## config.mk

```make
export PLATFORM = sky130hd
export DESIGN_NAME = pulse_gen
export DESIGN_NICKNAME = d
export VERILOG_FILES = /design/src/rtl/pulse_gen.sv
export SDC_FILE = /design/constraint.sdc
export NUM_CORES = 1
export LEC_CHECK = 0
export ABC_AREA = 1
export CORE_MARGIN = 2
export CORE_UTILIZATION = 40
export DETAILED_ROUTE_END_ITERATION = 8
export GPL_TIMING_DRIVEN = 0
export PLACE_DENSITY = 0.68
export SLEW_MARGIN = 20
export SYNTH_ARGS = -nofsm -noshare
export SYNTH_HDL_FRONTEND = slang
export SYNTH_SLANG_ARGS = --single-unit
```

## constraint.sdc

```tcl
create_clock -name clk -period 3.1 [get_ports clk]
set_clock_uncertainty 0.1 [all_clocks]
set_input_delay 0.31 -clock clk [delete_from_list [all_inputs] [get_ports clk]]
set_output_delay 0.31 -clock clk [all_outputs]
set_load 0.02 [all_outputs]
```

## src/rtl/pulse_gen.sv

```systemverilog
// rtl/pulse_gen.sv - pulse-width link transmitter: handshaked length code to single-wire pulse
//
// Optional feature macro: PULSE_GEN_ABORT_EN (adds the abort input)
//
// Parameters:
//   W    width of data and of the pulse down-counter
//   GAP  minimum low cycles between pulses (1..255)
// Ports:
//   clk    in   clock, rising edge
//   rst    in   asynchronous active-low reset
//   valid  in   request strobe qualifying data
//   data   in   pulse length code, high time = data+1 cycles
//   ready  out  request accepted on an edge where valid & ready
//   out    out  registered pulse line
//   busy   out  pulse or gap in progress, or a request is held
//   done   out  one-cycle strobe in the first low cycle after a pulse
//   abort  in   (PULSE_GEN_ABORT_EN only) cut the pulse, drop the held request
module pulse_gen #(
    parameter int W   = 11,
    parameter int GAP = 1
) (
    input  logic         clk,
    input  logic         rst,
    input  logic         valid,
    input  logic [W-1:0] data,
`ifdef PULSE_GEN_ABORT_EN
    input  logic         abort,
`endif
    output logic         ready,
    output logic         out,
    output logic         busy,
    output logic         done
);

    typedef enum logic [1:0] {
        ST_IDLE  = 2'd0,
        ST_PULSE = 2'd1,
        ST_GAP   = 2'd2
    } state_t;

    localparam logic [7:0] GAP_LOAD = 8'(GAP - 1);

    state_t       state_q, state_d;
    logic [W-1:0] cnt_q, cnt_d;
    logic [7:0]   gap_q, gap_d;
    logic [W-1:0] hold_q, hold_d;
    logic         hold_full_q, hold_full_d;
    logic         out_q, out_d;
    logic         done_q, done_d;
    logic         accept;

    // ready comes from a register only, so it never combinationally follows valid.
    assign ready = ~hold_full_q;
    assign out   = out_q;
    assign done  = done_q;
    assign busy  = (state_q != ST_IDLE) | hold_full_q;

    always_comb begin
        state_d     = state_q;
        cnt_d       = cnt_q;
        gap_d       = gap_q;
        hold_d      = hold_q;
        hold_full_d = hold_full_q;
        out_d       = out_q;
        done_d      = 1'b0;
        accept      = valid & ~hold_full_q;

        case (state_q)
            ST_IDLE: begin
                if (accept) begin
                    state_d = ST_PULSE;
                    out_d   = 1'b1;
                    cnt_d   = data;
                end
            end
            ST_PULSE: begin
                if (accept) begin
                    hold_d      = data;
                    hold_full_d = 1'b1;
                end
                if (cnt_q != '0) begin
                    cnt_d = cnt_q - 1'b1;
                end else begin
                    out_d   = 1'b0;
                    done_d  = 1'b1;
                    gap_d   = GAP_LOAD;
                    state_d = ST_GAP;
                end
            end
            ST_GAP: begin
                if (gap_q != 8'd0) begin
                    gap_d = gap_q - 8'd1;
                    if (accept) begin
                        hold_d      = data;
                        hold_full_d = 1'b1;
                    end
                end else if (hold_full_q) begin
                    state_d     = ST_PULSE;
                    out_d       = 1'b1;
                    cnt_d       = hold_q;
                    hold_full_d = 1'b0;
                end else if (accept) begin
                    // Gap already satisfied: start straight away instead of
                    // parking the request in the hold register.
                    state_d = ST_PULSE;
                    out_d   = 1'b1;
                    cnt_d   = data;
                end else begin
                    state_d = ST_IDLE;
                end
            end
            default: begin
                state_d = ST_IDLE;
                out_d   = 1'b0;
            end
        endcase

`ifdef PULSE_GEN_ABORT_EN
        // Abort overrides everything above, including an accept on this edge.
        if (abort) begin
            state_d     = ST_IDLE;
            out_d       = 1'b0;
            done_d      = 1'b0;
            hold_full_d = 1'b0;
        end
`endif
    end

    always_ff @(posedge clk or negedge rst) begin
        if (!rst) begin
            state_q     <= ST_IDLE;
            cnt_q       <= '0;
            gap_q       <= 8'd0;
            hold_q      <= '0;
            hold_full_q <= 1'b0;
            out_q       <= 1'b0;
            done_q      <= 1'b0;
        end else begin
            state_q     <= state_d;
            cnt_q       <= cnt_d;
            gap_q       <= gap_d;
            hold_q      <= hold_d;
            hold_full_q <= hold_full_d;
            out_q       <= out_d;
            done_q      <= done_d;
        end
    end

endmodule

```

==> run metrics <==
cell area after synthesis=0.002407 mm²; Starting Density=0.4115; Die H=81.58 µm; outcome=finished, final reports clean; most instantiated library cell after synthesis=nand2_1; Hold Path Class=input pin to asynchronous set/reset pin; Area Growth Syn to Fin=15.96%; global route total overflow=0; Synth top cells by count=nand2_1 (125), nand3_1 (47), dfrtp_1 (35), nor2_1 (32), inv_1 (28); PD cells=1119 mW/mm²; asr flop ratio synth=1.000; Final Wtd Congestion=0.9108; CP Data Required Time=2.69 ns; CTS tree=done; Post-DRT Antenna Nets=0; CTS H-Tree Depth=2; crit end category=primary output; Top Ports=18; Vias/cell=5.035; total CTS buffers=5; WP data arrival=1.85 ns; R2R Setup Slk=1.15 ns; Max Freq=442.0 MHz; Ys Warns=0; Lkg Pwr=0.001440 µW; setup TNS=0 ns; DP Cell Count=446; final hold violations=0; class of the most critical setup path=flip-flop to primary output; share of cells above drive strength 1=0.1108; leading area contributor after synthesis=dfrtp_1; mean post-synth cell area=6.820 µm²; Critical Path Fanout Max=10; chip width=81.58 µm; die area=0.006654 mm²; Max-Cap Viols=0; final setup violation count=0; post-route insts no fill=454; row cnt=28; post-CTS setup buffers=0; Peak VDD IR=0.0005280 V; R2R depth=10; Placeable Area=0.005851 mm²; clk slew on worst S/H paths=0.08 ns; routed wire length=6075 µm; vias after detailed routing=2,286; Post-synth EDFFs=0; initial antenna violation count=0; Netlist cell types=30; RSZ-0062 raised after global routing=no; Slew @ Worst Pin=0.4646 ns; synth top area cells=dfrtp_1 (36%), nand2_1 (19%), nand3_1 (9.8%); DRT Pass-1 Iters=4; total global routing track utilization=0.2047; Relative slew margins=0.6903; RR Endpoint=gap_q[6]; Post-Synthesis Cells=353; top-area cell type share of the netlist area=0.3638; vias in the first global route=2,253; Avg WL per Cell=13.38 µm; global-route wire length before repair=10,430 µm; max-slew violation count=0; fillers=591; total power=3125 µW; CTS resizes=0; post-DP HPWL=4529 µm; #FFs+latches synth=35; Critical Path Start Type=flip-flop; minimum clock period=2.262 ns; # diodes=0; clock sink total=35; nets@finish=400; DRC=0; drt initial violations=124; Seq/Total Area, Yosys=0.3638; worst-case clock buffer depth=2; Tcrit/Tclk final=0.7298; FF-to-FF Start=cnt_q[0]; clk root buf=clkbuf_8; largest net degree at the start of global routing=22; worst skew pair latency=0.30 ns; port bufs=17; ys flop type=dfrtp_1; syn_nets=374
==> kinds of logic after synthesis <==
family | synth area share
AO/OA/AOI/OAI | 0.09408
XOR/XNOR | 0.01819
adder cells (fa/ha/maj) | 0.03638
buffers and inverters | 0.08212
flip-flops | 0.3638
AND/OR/NAND/NOR | 0.4054
==> sequential cells by signal (all words and copies together) (netlist names) <==
| signal | flops |
|---|---|
| hold_q | 11 |
| cnt_q | 11 |
| hold_full_q | 1 |
| state_q | 2 |
| gap_q | 8 |
| out | 1 |
| done | 1 |
==> stage by stage <==
step	cell area [µm²]	hold WS (ns)	worst slack (ns)	utilization
after floorplan	2407	-0.08559	1.444	-
after global placement	2671	0.3518	0.7490	0.4566
after detailed placement	2694	0.1553	1.033	0.4604
after CTS	2791	0.3738	0.8547	0.4771
after global routing	2791	0.4000	0.7781	0.4771
final	2791	0.3656	0.8375	0.4771
==> cell type report <==
cell class,count,area [µm²],area share
Clock inverter,1,5.005,0.001793
Clock buffer,6,82.58,0.02958
Inverter,35,131.4,0.04706
Tap cell,75,93.84,0.03362
Buffer,9,66.31,0.02376
Multi-Input combinational cell,274,1334,0.4778
Timing Repair Buffer,19,202.7,0.07261
Sequential cell,35,875.8,0.3138
==> worst max path at each step <==
stage	start	end	slack (ns)	cells after the start
2_1_floorplan	cnt_q[0]	gap_q[2]	1.44	10
3_3_place_gp	rst	gap_q[3]	0.75	1
3_5_place_dp	valid	cnt_q[0]	1.03	8
4_1_cts	hold_full_q	ready	0.85	3
5_1_grt	hold_full_q	busy	0.78	4
6_report	hold_full_q	ready	0.84	3
==> power by group <==
part	switching [µW]	internal (µW)
Combinational	1210	699
Sequential	207	661
Clock	176	175
Total	1590	1530
==> layout by cell type, fill, tap and decap left out <==
| master | instances |
|---|---|
| a21oi_1 | 9 |
| a21oi_2 | 1 |
| a31o_2 | 1 |
| buf_16 | 1 |
| buf_2 | 3 |
| buf_4 | 2 |
| buf_6 | 3 |
| clkbuf_1 | 2 |
| clkbuf_8 | 6 |
| clkdlybuf4s50_1 | 16 |
| clkinv_2 | 1 |
| dfrtp_1 | 35 |
| dlygate4sd3_1 | 1 |
| ha_1 | 7 |
| inv_1 | 28 |
| inv_2 | 7 |
| nand2_1 | 125 |
| nand2_2 | 4 |
| nand2_4 | 1 |
| nand3_1 | 47 |
| nand3_2 | 2 |
| nand3b_1 | 1 |
| nand4_1 | 3 |
| nor2_1 | 32 |
| nor2_2 | 2 |
| nor2_4 | 3 |
| nor3_1 | 2 |
| o21ai_0 | 14 |
| o21ai_1 | 9 |
| o21ai_2 | 1 |
| o21ai_4 | 2 |
| o21bai_1 | 1 |
| or2_2 | 2 |
| xnor2_1 | 1 |
| xor2_1 | 4 |
==> critical path, cell delays in order, from the launching register on <==
cell and delay [ns]:
dfrtp_1 0.50, inv_2 0.17, buf_2 0.25, clkdlybuf4s50_1 0.64
==> routing by layer <==
metal | global-route usage | part of all wire
met1 | 0.2558 | 0.47
met2 | 0.3500 | 0.49
met3 | 0.03846 | 0.026
met4 | 0.07833 | 0.017
met5 | 0 | 0
==> repair_timing <==
action                     4_1_cts  5_1_grt
hold endpoints to repair        14        0
hold buffers                     1        0
setup endpoints to repair        0        0
No activity file was read; power rests on OpenSTA's default activity.
